### src/rtl/perf_sample_ctrl_if.sv
// perf_sample_ctrl_if: command, event and readback signals of the sampling controller
interface perf_sample_ctrl_if #(
    parameter int NUM_EVT = 4,
    parameter int CNT_W   = 32,
    parameter int WIN_W   = 16
);
    logic               cmd_valid;
    logic [1:0]         cmd_op;
    logic               cmd_ready;
    logic [WIN_W-1:0]   window_len;
    logic [NUM_EVT-1:0] evt_in;
    logic [2:0]         rd_sel;
    logic [CNT_W-1:0]   rd_data;
    logic               sample_valid;
    logic               busy;
    logic [NUM_EVT:0]   ovf;
    modport master (output cmd_valid, cmd_op, window_len, evt_in, rd_sel,
                    input  cmd_ready, rd_data, sample_valid, busy, ovf);
    modport slave  (input  cmd_valid, cmd_op, window_len, evt_in, rd_sel,
                    output cmd_ready, rd_data, sample_valid, busy, ovf);
endinterface

### src/rtl/perf_sample_ctrl.sv
// perf_sample_ctrl: windowed cycle/event counters snapshotted into shadow registers
// at each window end or on STOP, with sticky saturation flags.
module perf_sample_ctrl #(
    parameter int NUM_EVT = 4,
    parameter int CNT_W   = 32,
    parameter int WIN_W   = 16
) (
    input logic               clk,
    input logic               rst,
    perf_sample_ctrl_if.slave bus
);
    typedef enum logic [1:0] {IDLE, RUN, SNAP} state_t;
    localparam logic [1:0] OP_START = 2'd1, OP_STOP = 2'd2, OP_CLEAR = 2'd3;

    state_t                      state_q, state_d;
    logic [NUM_EVT:0][CNT_W-1:0] live_q, live_d, shad_q, shad_d;
    logic [WIN_W-1:0]            timer_q, timer_d, win_q, win_d;
    logic [NUM_EVT:0]            ovf_q, ovf_d, inc;
    logic                        stop_q, stop_d, sv_q, sv_d, busy_q, busy_d, ready_q, ready_d;
    logic                        acc, acc_start, acc_stop, acc_clear;

    // bit 0 is the cycle counter, which counts every busy cycle
    assign inc       = {bus.evt_in, 1'b1};
    assign acc       = bus.cmd_valid && state_q != SNAP;
    assign acc_start = acc && bus.cmd_op == OP_START;
    assign acc_stop  = acc && bus.cmd_op == OP_STOP;
    assign acc_clear = acc && bus.cmd_op == OP_CLEAR;

    always_comb begin
        state_d = state_q;
        live_d  = live_q;
        shad_d  = shad_q;
        timer_d = timer_q;
        win_d   = win_q;
        ovf_d   = ovf_q;
        stop_d  = stop_q;
        case (state_q)
            IDLE: begin
                if (acc_start) begin
                    win_d   = (bus.window_len == WIN_W'(1)) ? WIN_W'(2) : bus.window_len;
                    timer_d = win_d;
                    state_d = RUN;
                end
            end
            RUN: begin
                for (int k = 0; k <= NUM_EVT; k++)
                    if (inc[k]) begin
                        if (&live_q[k]) ovf_d[k] = 1'b1;
                        else live_d[k] = live_q[k] + CNT_W'(1);
                    end
                timer_d = (win_q != '0) ? timer_q - WIN_W'(1) : timer_q;
                if (acc_stop) begin
                    state_d = SNAP;
                    stop_d  = 1'b1;
                end else if (win_q != '0 && timer_q == WIN_W'(1)) state_d = SNAP;
            end
            SNAP: begin
                // the snapshot cycle itself opens the next window
                shad_d = live_q;
                for (int k = 0; k <= NUM_EVT; k++) live_d[k] = CNT_W'(inc[k]);
                if (stop_q) live_d = '0;
                timer_d = win_q - WIN_W'(1);
                state_d = stop_q ? IDLE : RUN;
                stop_d  = 1'b0;
            end
            default: state_d = IDLE;
        endcase
        if (acc_clear) begin
            live_d  = '0;
            shad_d  = '0;
            timer_d = '0;
            ovf_d   = '0;
            stop_d  = 1'b0;
            state_d = IDLE;
        end
        sv_d    = state_q == SNAP;
        busy_d  = state_d != IDLE;
        ready_d = state_d != SNAP;
    end

    always_ff @(posedge clk or posedge rst)
        if (rst) begin
            state_q <= IDLE;
            live_q  <= '0;
            shad_q  <= '0;
            timer_q <= '0;
            win_q   <= '0;
            ovf_q   <= '0;
            stop_q  <= 1'b0;
            sv_q    <= 1'b0;
            busy_q  <= 1'b0;
            ready_q <= 1'b1;
        end else begin
            state_q <= state_d;
            live_q  <= live_d;
            shad_q  <= shad_d;
            timer_q <= timer_d;
            win_q   <= win_d;
            ovf_q   <= ovf_d;
            stop_q  <= stop_d;
            sv_q    <= sv_d;
            busy_q  <= busy_d;
            ready_q <= ready_d;
        end

    assign bus.cmd_ready    = ready_q;
    assign bus.busy         = busy_q;
    assign bus.sample_valid = sv_q;
    assign bus.ovf          = ovf_q;
    assign bus.rd_data      = (bus.rd_sel <= 3'(NUM_EVT)) ? shad_q[bus.rd_sel] : shad_q[0];
endmodule

### src/flat_wrapper.sv
// flat-port wrapper written by rule: the top's interface ports become plain ports
module perf_sample_ctrl_flat 
#(
    parameter int NUM_EVT = 4,
    parameter int CNT_W   = 32,
    parameter int WIN_W   = 16
)
  (clk, rst, bus_cmd_valid, bus_cmd_op, bus_window_len, bus_evt_in, bus_rd_sel, bus_cmd_ready, bus_rd_data, bus_sample_valid, bus_busy, bus_ovf);
  perf_sample_ctrl_if #(.NUM_EVT(NUM_EVT), .CNT_W(CNT_W), .WIN_W(WIN_W)) bus_i ();
  input logic clk;
  input logic rst;
  input wire logic [$bits(bus_i.cmd_valid)-1:0] bus_cmd_valid;
  input wire logic [$bits(bus_i.cmd_op)-1:0] bus_cmd_op;
  input wire logic [$bits(bus_i.window_len)-1:0] bus_window_len;
  input wire logic [$bits(bus_i.evt_in)-1:0] bus_evt_in;
  input wire logic [$bits(bus_i.rd_sel)-1:0] bus_rd_sel;
  output wire logic [$bits(bus_i.cmd_ready)-1:0] bus_cmd_ready;
  output wire logic [$bits(bus_i.rd_data)-1:0] bus_rd_data;
  output wire logic [$bits(bus_i.sample_valid)-1:0] bus_sample_valid;
  output wire logic [$bits(bus_i.busy)-1:0] bus_busy;
  output wire logic [$bits(bus_i.ovf)-1:0] bus_ovf;
  assign bus_i.cmd_valid = bus_cmd_valid;
  assign bus_i.cmd_op = bus_cmd_op;
  assign bus_i.window_len = bus_window_len;
  assign bus_i.evt_in = bus_evt_in;
  assign bus_i.rd_sel = bus_rd_sel;
  assign bus_cmd_ready = bus_i.cmd_ready;
  assign bus_rd_data = bus_i.rd_data;
  assign bus_sample_valid = bus_i.sample_valid;
  assign bus_busy = bus_i.busy;
  assign bus_ovf = bus_i.ovf;
  perf_sample_ctrl #(.NUM_EVT(NUM_EVT), .CNT_W(CNT_W), .WIN_W(WIN_W)) u_core (.clk(clk), .rst(rst), .bus(bus_i));
endmodule
### config.mk
export PLATFORM = sky130hd
export DESIGN_NAME = perf_sample_ctrl_flat
export DESIGN_NICKNAME = d
export VERILOG_FILES = /design/src/rtl/perf_sample_ctrl_if.sv /design/src/rtl/perf_sample_ctrl.sv /design/src/flat_wrapper.sv
export SDC_FILE = /design/constraint.sdc
export NUM_CORES = 1
export LEC_CHECK = 0
export CORE_MARGIN = 8
export CORE_UTILIZATION = 64
export CTS_BUF_LIST = sky130_fd_sc_hd__clkbuf_4
export DETAILED_ROUTE_END_ITERATION = 10
export PLACE_DENSITY = 0.83
export SYNTH_ARGS = -nofsm -noshare
export SYNTH_HDL_FRONTEND = slang
export SYNTH_SLANG_ARGS = --single-unit
### constraint.sdc
create_clock -name clk -period 14.1 [get_ports clk]
set_input_delay 1.41 -clock clk [delete_from_list [all_inputs] [get_ports clk]]
set_output_delay 1.41 -clock clk [all_outputs]
set_load 0.01 [all_outputs]
==> results of run 1 <==
[where the power goes]
group	switching (µW)	internal [µW]
Sequential	122	1130
Combinational	384	205
Clock	429	452
[registers in the layout (all words and copies together) (netlist names)]
signal	count
u_core.bus.ovf	5
u_core.bus.busy	1
u_core.win_q	16
u_core.shad_q	160
u_core.timer_q	16
u_core.bus.sample_valid	1
u_core.live_q	160
u_core.state_q	2
u_core.stop_q	1
u_core.bus.cmd_ready	1
[critical path, delay by kind of cell]
kind            cells  cell delay (ps)
simple gates        2              990
compound gates      2              340
buf+inv             5             1900
[per-stage QoR]
stage               hold WS [ps]  setup slack (ps)  std cells
global route                 507              7800       2334
detailed placement           479              8060       2182
global placement             460              8260       2182
floorplan                    445              2620       1828
CTS                          498              8060       2333
finish                       494              8010       2334
[kinds of logic after synthesis]
group	Yosys count	synth area share [%]
xor gates and xnor gates	99	4.67
DFF	363	48.9
adders and majority gates	13	0.875
and+or+nand+nor	605	17.1
buffers and inverters	183	4.01
AOI/OAI and AO/OA	509	19.2
muxes	56	5.27
[worst paths after layout]
kind / startpoint / end / slack [ps]
setup reg to reg: u_core.state_q[0] / u_core.live_q[3] / 10110
setup / recovery: bus_rd_sel[2] / bus_rd_data[19] / 8010
min in group asynchronous: rst / u_core.shad_q[133] / 1310
max in group asynchronous: rst / u_core.live_q[36] / 10180
hold / removal: u_core.shad_q[80] / u_core.shad_q[80] / 490
hold reg to reg: u_core.shad_q[80] / u_core.shad_q[80] / 490
[cells in the final DEF, fill, tap and decap left out, types with 7 or more instances in the layout]
master             n
mux2i_1            9
ha_1              12
and3_1            24
dfrtp_1          362
and2_1             7
o21ai_0          134
or4_1             22
clkdlybuf4s50_1   66
a31oi_1           17
o31ai_1           40
nor2_1           133
xnor2_1           58
a21oi_1           65
buf_4             25
nand2_1          124
xor2_1            41
a22o_1           149
clkbuf_4         135
a22oi_1           32
mux2_2            15
and4_1            18
mux4_2            32
nor3_1            54
inv_1             59
nand3_1           78
or3_1             22
nand4_1           50
a221oi_1          12
clkinv_1          10
o41ai_1           16
nor4_1            28
[per-layer routing]
layer  vias up  share of wire, %  global-route usage (%)
li1       7050                 -                       -
met1      7942                39                    40.3
met2      1067                46                    47.2
met3       188               9.9                    6.90
met4         2               5.0                    16.2
met5         -             0.024                       0
[area by class of cell]
cell class	instances	area, µm²	share of cell area [%]
clock buffer	135	1010	4.92
timing repair buffer	93	873	4.24
antenna	1	2.50	0.0121
multi-input combinational	1282	8810	42.8
tap	384	480	2.33
inverter	60	233	1.13
clock inverter	16	98.8	0.480
sequential	363	9080	44.1
==> impl_metrics.json, run 1 <==
{
  "outcome": "finished, final reports clean",
  "core_area_mm2": 0.0286,
  "postSynth.topFlopCell": "dfrtp_1",
  "fillCellCount": 2068,
  "floorplan.die_area_mm2": 0.0347,
  "grt_max_degree": 171,
  "synth_cells": 1828,
  "timing.final.crit_period_ps": 6090,
  "leakagePower_uw": 0.00860,
  "worst_skew_pair.late_latency_ps": 760,
  "worstSetupPathType": "input port to output port",
  "placed_cell_area_mm2": 0.0195,
  "design_power_total_uw": 2720,
  "path_common_cell": "buf_4",
  "die_width_um": 186,
  "final.period_utilization_pct": 43.2,
  "library_cells_used_by_synthesis": 76,
  "synth.top_cells.by_count": "dfrtp_1 (362), a22o_1 (149), o21ai_0 (134)",
  "detailroute.via_count": 16200,
  "rr_worst_depth": 9,
  "synth_area_leader": "dfrtp_1",
  "ctsHtreeMaxLevel": 3,
  "initialDrtViolationCount": 2012,
  "power_density_mw_per_mm2": 132,
  "synth_edf_count": 0,
  "fin_nets": 1935,
  "io_buffers": 67,
  "count_of_state_elements_after_synthesis": 363,
  "synth_async_reset_ratio_pct": 100,
  "routed_wire_length_per_instance_um": 23.1,
  "post-dp-hpwl_um": 36500,
  "starting_density_of_the_core_pct": 64.9,
  "timing_max_transition_violations_final": 0,
  "area_growth_syn_to_layout_pct": 10.9,
  "cp_cell_sequence": "clkdlybuf4s50_1 -> buf_4 -> nor3b_2 -> buf_4 -> nor2b_2 -> buf_4 -> a22oi_1 -> o21ai_0 -> clkdlybuf4s50_1",
  "critical_path.max_stage_delay_ps": 930,
  "slowest_stage": "nor3b_2",
  "yosysMostFrequentCell": "dfrtp_1",
  "fp.dieH_um": 186,
  "antenna_found_initial": 2,
  "postLayoutCoreUtil_pct": 72.0,
  "yosys.area.top_type_share_pct": 48.8,
  "tritoncts": "done",
  "synth.avg_cell_area_um2": 10.2,
  "kind_of_start_point_of_the_critical_path": "input port",
  "row_count": 62,
  "cts.sinks": 363,
  "whs_path_cells": 2,
  "grt_overflow_total": 0,
  "synthesis.area_mm2": 0.0186,
  "cts_hold_buffers_added": 0,
  "crit_arrival_ps": 4680,
  "yosysSeqAreaShare_pct": 48.9,
  "clock.fmax_ghz": 0.164,
  "post_route_cells_drive_above_1_share_pct": 12.7,
  "final-setup-viol-count": 0,
  "drt_drc_violations_left": 0,
  "vdd.ir_drop.worst_mv": 0.125,
  "ys_top_cells_by_area": "dfrtp_1 (49%), a22o_1 (7.0%), mux4_2 (3.9%)",
  "maxCapViolCount": 0,
  "gr-usage-all-layers_pct": 30.7,
  "skew_ps": 64.1,
  "cp.required_ps": 12690,
  "clk_path_buf_depth": 3,
  "worstSetupEndpointType": "output port",
  "post-route-cell-area_mm2": 0.0206,
  "antenna_violation_net_count_after_detailed_routing": 0,
  "ios": 68,
  "min-delay-path-class": "flop to flop",
  "finalHoldViolCount": 0,
  "path_clk_slew_ps": 60,
  "route.final.wire_length_um": 53800,
  "grt_pass1_wl_um": 87200,
  "crit_path_max_fanout": 34,
  "dr.pass1.iters": 7,
  "gp_routability_congestion": 0.935,
  "synth-warning-count": 0,
  "numCtsBuffers": 94,
  "relSlewSlack_pct": 26.9,
  "cts-root-buf": "clkbuf_4",
  "max_slew.worst_pin.slew_ps": 1090,
  "route.detailed.vias_per_inst": 6.96,
  "synth.net_count": 1869,
  "postCtsResizedCells": 0,
  "final.setup.tns_ps": 0,
  "rsz_0062_raised_after_global_routing": "no",
  "post_cts_buffers": 0,
  "first_global_vias": 15700
}
(Power assumes the default switching activity.)
==> run 2, diff against run 1 <==
==> constraint.sdc (replaced) <==
create_clock -name clk -period 5.8 [get_ports clk]
set_input_delay 0.58 -clock clk [delete_from_list [all_inputs] [get_ports clk]]
set_output_delay 0.58 -clock clk [all_outputs]
set_load 0.01 [all_outputs]
==> run 2 against run 1 <==
Critical path depth grew 1; sequential cell count stayed put; sequential power rose by 140%; routed wire length decreased by 0.94%; count of clock-buffer cells in the layout down 9; largest cell class unchanged; highest routed layer unchanged.
==> impl_metrics.json, run 2 (synthesis gave the netlist of run 1 again) <==
{
  "outcome": "finished, final reports clean",
  "ios": 68,
  "drt_drc_violations_left": 0,
  "grt_pass1_wl_um": 85700,
  "kind_of_start_point_of_the_critical_path": "flop",
  "area_growth_syn_to_layout_pct": 10.5,
  "crit_arrival_ps": 4380,
  "number_of_buffers_and_inverters_on_the_critical_path": 3,
  "slowest_stage": "and4_1",
  "final-setup-viol-count": 0,
  "route.final.wire_length_um": 53300,
  "io_buffers": 67,
  "routed_wire_length_per_instance_um": 22.9,
  "fin_worst_hold_slack_ps": 380,
  "critical_path.max_stage_delay_ps": 720,
  "power_density_mw_per_mm2": 316,
  "layout_commonest_cell": "dfrtp_1",
  "core_area_mm2": 0.0286,
  "leakagePower_uw": 0.00855,
  "relSlewSlack_pct": 28.4,
  "cts-root-buf": "clkbuf_4",
  "dr.pass1.iters": 6,
  "worst_r2r_endpoint": "u_core.live_q[62]",
  "postCtsResizedCells": 0,
  "rr_worst_depth": 10,
  "cp_cell_sequence": "inv_1 -> ha_4 -> and4b_1 -> buf_4 -> nor4_1 -> and4_1 -> or2_2 -> nor2_1 -> buf_4 -> nor3_1",
  "grt_max_degree": 190,
  "timing.final.crit_period_ps": 3750,
  "floorplan.die_area_mm2": 0.0347,
  "row_count": 62,
  "gp_routability_congestion": 0.908,
  "antenna_found_initial": 5,
  "worstSetupEndpointType": "flop",
  "fp.dieH_um": 186,
  "initialDrtViolationCount": 1909,
  "ctsHtreeMaxLevel": 3,
  "maxCapViolCount": 0,
  "timing_max_transition_violations_final": 0,
  "finalHoldViolCount": 0,
  "die_width_um": 186,
  "postLayoutCoreUtil_pct": 71.7,
  "rsz_0062_raised_after_global_routing": "no",
  "worst_r2r_startpoint": "u_core.state_q[0]",
  "starting_density_of_the_core_pct": 64.9,
  "worstSetupPathType": "flop to flop",
  "post_route_cells_drive_above_1_share_pct": 12.2,
  "tritoncts": "done",
  "top_regs": "u_core.live_q x160, u_core.shad_q x160",
  "final_cell_mix": "dfrtp_1 (362), a22o_1 (149), o21ai_0 (134)",
  "path_clk_slew_ps": 60,
  "first_global_vias": 15500,
  "numCtsBuffers": 94,
  "worst_skew_pair.late_latency_ps": 730,
  "crit_path_max_fanout": 51,
  "finalWorstSetupSlack_ps": 2050,
  "grt_overflow_total": 0,
  "max_slew.worst_pin.slew_ps": 1070,
  "cts.sinks": 363,
  "cts_hold_buffers_added": 0,
  "worst_path_dominant_cell_family": "simple AND/OR/NAND/NOR gates",
  "path_common_cell": "buf_4",
  "vdd.ir_drop.worst_mv": 0.341,
  "route.detailed.vias_per_inst": 6.95,
  "cp.required_ps": 6430,
  "post_cts_buffers": 0,
  "skew_ps": 23.4,
  "final.setup.tns_ps": 0,
  "min-delay-path-class": "input port to asynchronous set/reset pin",
  "clock.fmax_ghz": 0.266,
  "final.period_utilization_pct": 64.7,
  "detailroute.via_count": 16200,
  "dpl_worst_slack_ps": 1970,
  "gr-usage-all-layers_pct": 30.3,
  "antenna_violation_net_count_after_detailed_routing": 0,
  "placed_cell_area_mm2": 0.0195,
  "fin_nets": 1934,
  "r2r_slack_ps": 2050,
  "clk_path_buf_depth": 3,
  "post-dp-hpwl_um": 36300,
  "post-route-cell-area_mm2": 0.0205
}
-- run 2: metal layers --
metal / share of wire [%] / vias up / GRT usage, %
met5: 0.047 / - / 0
met4: 5.3 / 4 / 16.4
met3: 10 / 192 / 7.44
met2: 46 / 1026 / 46.1
met1: 39 / 7924 / 39.8
li1: - / 7032 / -
-- run 2: worst max path at each step --
| stage | from | endpoint | depth (start not counted) |
|---|---|---|---|
| 6_report | u_core.state_q[0] | u_core.live_q[62] | 10 |
| 5_1_grt | u_core.state_q[0] | u_core.live_q[58] | 10 |
| 4_1_cts | u_core.state_q[0] | u_core.live_q[62] | 10 |
| 3_5_place_dp | bus_cmd_valid | u_core.live_q[62] | 9 |
| 3_3_place_gp | bus_cmd_op[1] | u_core.live_q[67] | 10 |
| 2_1_floorplan | rst | u_core.bus.busy | 1 |
-- run 2: worst min-delay path: cells and delay by family --
kind | cells | cell delay, ps
buf+inv | 3 | 1070
-- run 2: where the power goes --
group	total (µW)	switching, µW	internal [µW]
sequential	3050	297	2760
clock	2010	1020	989
combinational	1420	923	494
total	6480	2240	4240
-- run 2: cell type report --
class                   instances  area (µm²)
fillers                      2036        8100
clock buffers                 126         946
inverters                      60         229
well taps                     384         480
clock inverters                19        76.3
diodes                          3        7.51
flip-flops and latches        363        9080
repair buffers                 92         891
multi-input cells            1282        8810
-- run 2: per-stage QoR --
stage / cells / power (µW)
2_1_floorplan: 1828 / 4030
3_3_place_gp: 2181 / 4410
3_5_place_dp: 2181 / 4480
4_1_cts: 2326 / 6480
5_1_grt: 2328 / 6830
6_report: 2329 / 6480
==> run 3, diff against run 2 <==
--- a/config.mk
+++ b/config.mk
@@ -6,10 +6,10 @@
 export NUM_CORES = 1
 export LEC_CHECK = 0
 export CORE_MARGIN = 8
-export CORE_UTILIZATION = 64
+export CORE_UTILIZATION = 58
 export CTS_BUF_LIST = sky130_fd_sc_hd__clkbuf_4
 export DETAILED_ROUTE_END_ITERATION = 10
-export PLACE_DENSITY = 0.83
+export PLACE_DENSITY = 0.79
 export SYNTH_ARGS = -nofsm -noshare
 export SYNTH_HDL_FRONTEND = slang
 export SYNTH_SLANG_ARGS = --single-unit
==> constraint.sdc (replaced) <==
create_clock -name clk -period 3.4 [get_ports clk]
set_input_delay 0.34 -clock clk [delete_from_list [all_inputs] [get_ports clk]]
set_output_delay 0.34 -clock clk [all_outputs]
set_load 0.01 [all_outputs]
==> run 3 against run 2 <==
Sequential share of layout area down 1.5 points; clock power is 97% higher; register-to-register slack worse by 1800 ps; first-iteration DRC count fell by 7.6%; sequential power up 71%; fmax rose by 18%; global-route usage decreased by 1.9 points; via count grew 0.82%; routed wire length grew 2.7%; worst setup slack worse by 1800 ps; clock skew increased by 38 ps; combinational power increased by 80%.
==> impl_metrics.json, run 3 (synthesis gave the netlist of run 1 again) <==
{
  "critical_path.max_stage_delay_ps": 480,
  "die_width_um": 195,
  "antenna_found_initial": 1,
  "cts.sinks": 363,
  "worst_path_dominant_cell_family": "simple AND/OR/NAND/NOR gates",
  "grt_pass1_wl_um": 87300,
  "crit_path_max_fanout": 13,
  "drt_drc_violations_left": 0,
  "fp.dieH_um": 195,
  "cts-root-buf": "clkbuf_4",
  "final.setup.tns_ps": 0,
  "fin_worst_hold_slack_ps": 277,
  "route.detailed.vias_per_inst": 6.76,
  "whs_path_cells": 3,
  "final_cell_mix": "dfrtp_1 (362), a22o_1 (149), clkbuf_4 (149)",
  "postCtsResizedCells": 0,
  "clock.fmax_ghz": 0.315,
  "fillCellCount": 2454,
  "cp_cell_sequence": "inv_1 -> ha_4 -> and4b_1 -> nor2_1 -> and3_1 -> and3_1 -> nor2_1 -> buf_4 -> nor4_1",
  "timing_max_transition_violations_final": 0,
  "outcome": "finished, final reports clean",
  "antenna_violation_net_count_after_detailed_routing": 0,
  "numCtsBuffers": 95,
  "slowest_stage": "nor2_1",
  "worstSetupPathType": "flop to flop",
  "path_clk_slew_ps": 60,
  "leakagePower_uw": 0.00895,
  "top_regs": "u_core.live_q x160, u_core.shad_q x160",
  "r2r_slack_ps": 220,
  "starting_density_of_the_core_pct": 58.9,
  "post_route_cells_drive_above_1_share_pct": 15.4,
  "ios": 68,
  "skew_ps": 61.3,
  "final.period_utilization_pct": 93.5,
  "place.detailed.instances": 2245,
  "number_of_buffers_and_inverters_on_the_critical_path": 2,
  "routed_wire_length_per_instance_um": 22.7,
  "post-route-cell-area_mm2": 0.0212,
  "first_global_vias": 15700,
  "worstSetupEndpointType": "flop",
  "layout_commonest_cell": "dfrtp_1",
  "fin_nets": 1982,
  "ctsHtreeMaxLevel": 3,
  "cp.required_ps": 4030,
  "maxCapViolCount": 0,
  "min-delay-path-class": "input port to flop",
  "clk_path_buf_depth": 3,
  "core_area_mm2": 0.0316,
  "placed_cell_area_mm2": 0.0200,
  "grt_overflow_total": 0,
  "max_slew.worst_pin.slew_ps": 1090,
  "tritoncts": "done",
  "power_density_mw_per_mm2": 552,
  "kind_of_start_point_of_the_critical_path": "flop",
  "detailroute.via_count": 16300,
  "initialDrtViolationCount": 1764,
  "gp_routability_congestion": 0.947,
  "route.final.wire_length_um": 54800,
  "post-dp-hpwl_um": 39100,
  "io_buffers": 67,
  "floorplan.die_area_mm2": 0.0380,
  "vdd.ir_drop.worst_mv": 0.498,
  "finalNonFillerCells": 2413,
  "worst_r2r_startpoint": "u_core.state_q[0]",
  "row_count": 65,
  "finalHoldViolCount": 0,
  "gr-usage-all-layers_pct": 28.4,
  "timing.final.crit_period_ps": 3180,
  "final-setup-viol-count": 0,
  "relSlewSlack_pct": 27.1,
  "min_to": "u_core.win_q[0]",
  "area_growth_syn_to_layout_pct": 14.3,
  "worst_r2r_endpoint": "u_core.live_q[24]",
  "crit_arrival_ps": 3810,
  "rr_worst_depth": 9,
  "rsz_0062_raised_after_global_routing": "no",
  "grt_max_degree": 101,
  "dr.pass1.iters": 6,
  "min-delay-start": "bus_window_len[0]",
  "worst_skew_pair.late_latency_ps": 770
}
run 3: timing repair:
item                      in CTS  in global routing
hold buffers                   1                  0
hold endpoints to repair       9                  0
setup buffers                  0                  0
run 3: area by class of cell:
| class | count | area [µm²] | share of cell area (%) |
|---|---|---|---|
| flip-flops and latches | 363 | 9080 | 42.8 |
| multi-input cells | 1282 | 8810 | 41.5 |
| repair buffers | 139 | 1350 | 6.34 |
| clock buffers | 149 | 1120 | 5.27 |
| well taps | 402 | 503 | 2.37 |
| inverters | 60 | 229 | 1.08 |
| clock inverters | 17 | 133 | 0.625 |
| diodes | 1 | 2.50 | 0.0118 |
run 3: per-stage QoR:
step / util, % / worst slack, ps / total power, µW
floorplan: - / -1810 / 6880
global placement: 63.3 / 429 / 7670
detailed placement: 63.3 / 309 / 7760
CTS: 67.3 / 282 / 11700
global route: 67.3 / 3.33 / 12300
finish: 67.3 / 222 / 11700
run 3: worst max-delay path by stage:
stage	start	to	slack (ps)	cells after the start
after floorplan	rst	u_core.bus.busy	-1810	1
after global placement	u_core.state_q[0]	u_core.live_q[24]	430	9
after detailed placement	u_core.state_q[0]	u_core.live_q[24]	310	9
after CTS	u_core.state_q[0]	u_core.live_q[24]	280	9
after global routing	u_core.state_q[0]	u_core.live_q[24]	3	9
final	u_core.state_q[0]	u_core.live_q[24]	220	9
run 3: power by group:
group | leakage (µW) | total (µW) | switching, µW | internal, µW
registers | 0.00498 | 5210 | 507 | 4700
clock network | 0.000753 | 3960 | 1820 | 2130
logic | 0.00322 | 2560 | 1610 | 949
run 3: worst min-delay path, stage by stage:
cell and delay (ps):
clkdlybuf4s50_1 450, nand3_1 80, o21ai_0 70
run 3: routing by layer:
layer,part of all wire (%),global-route usage [%],up-vias
li1,-,-,7155
met1,41,38.8,8040
met2,46,43.4,955
met3,9.5,5.66,161
met4,4.0,13.2,0
met5,0,0,-
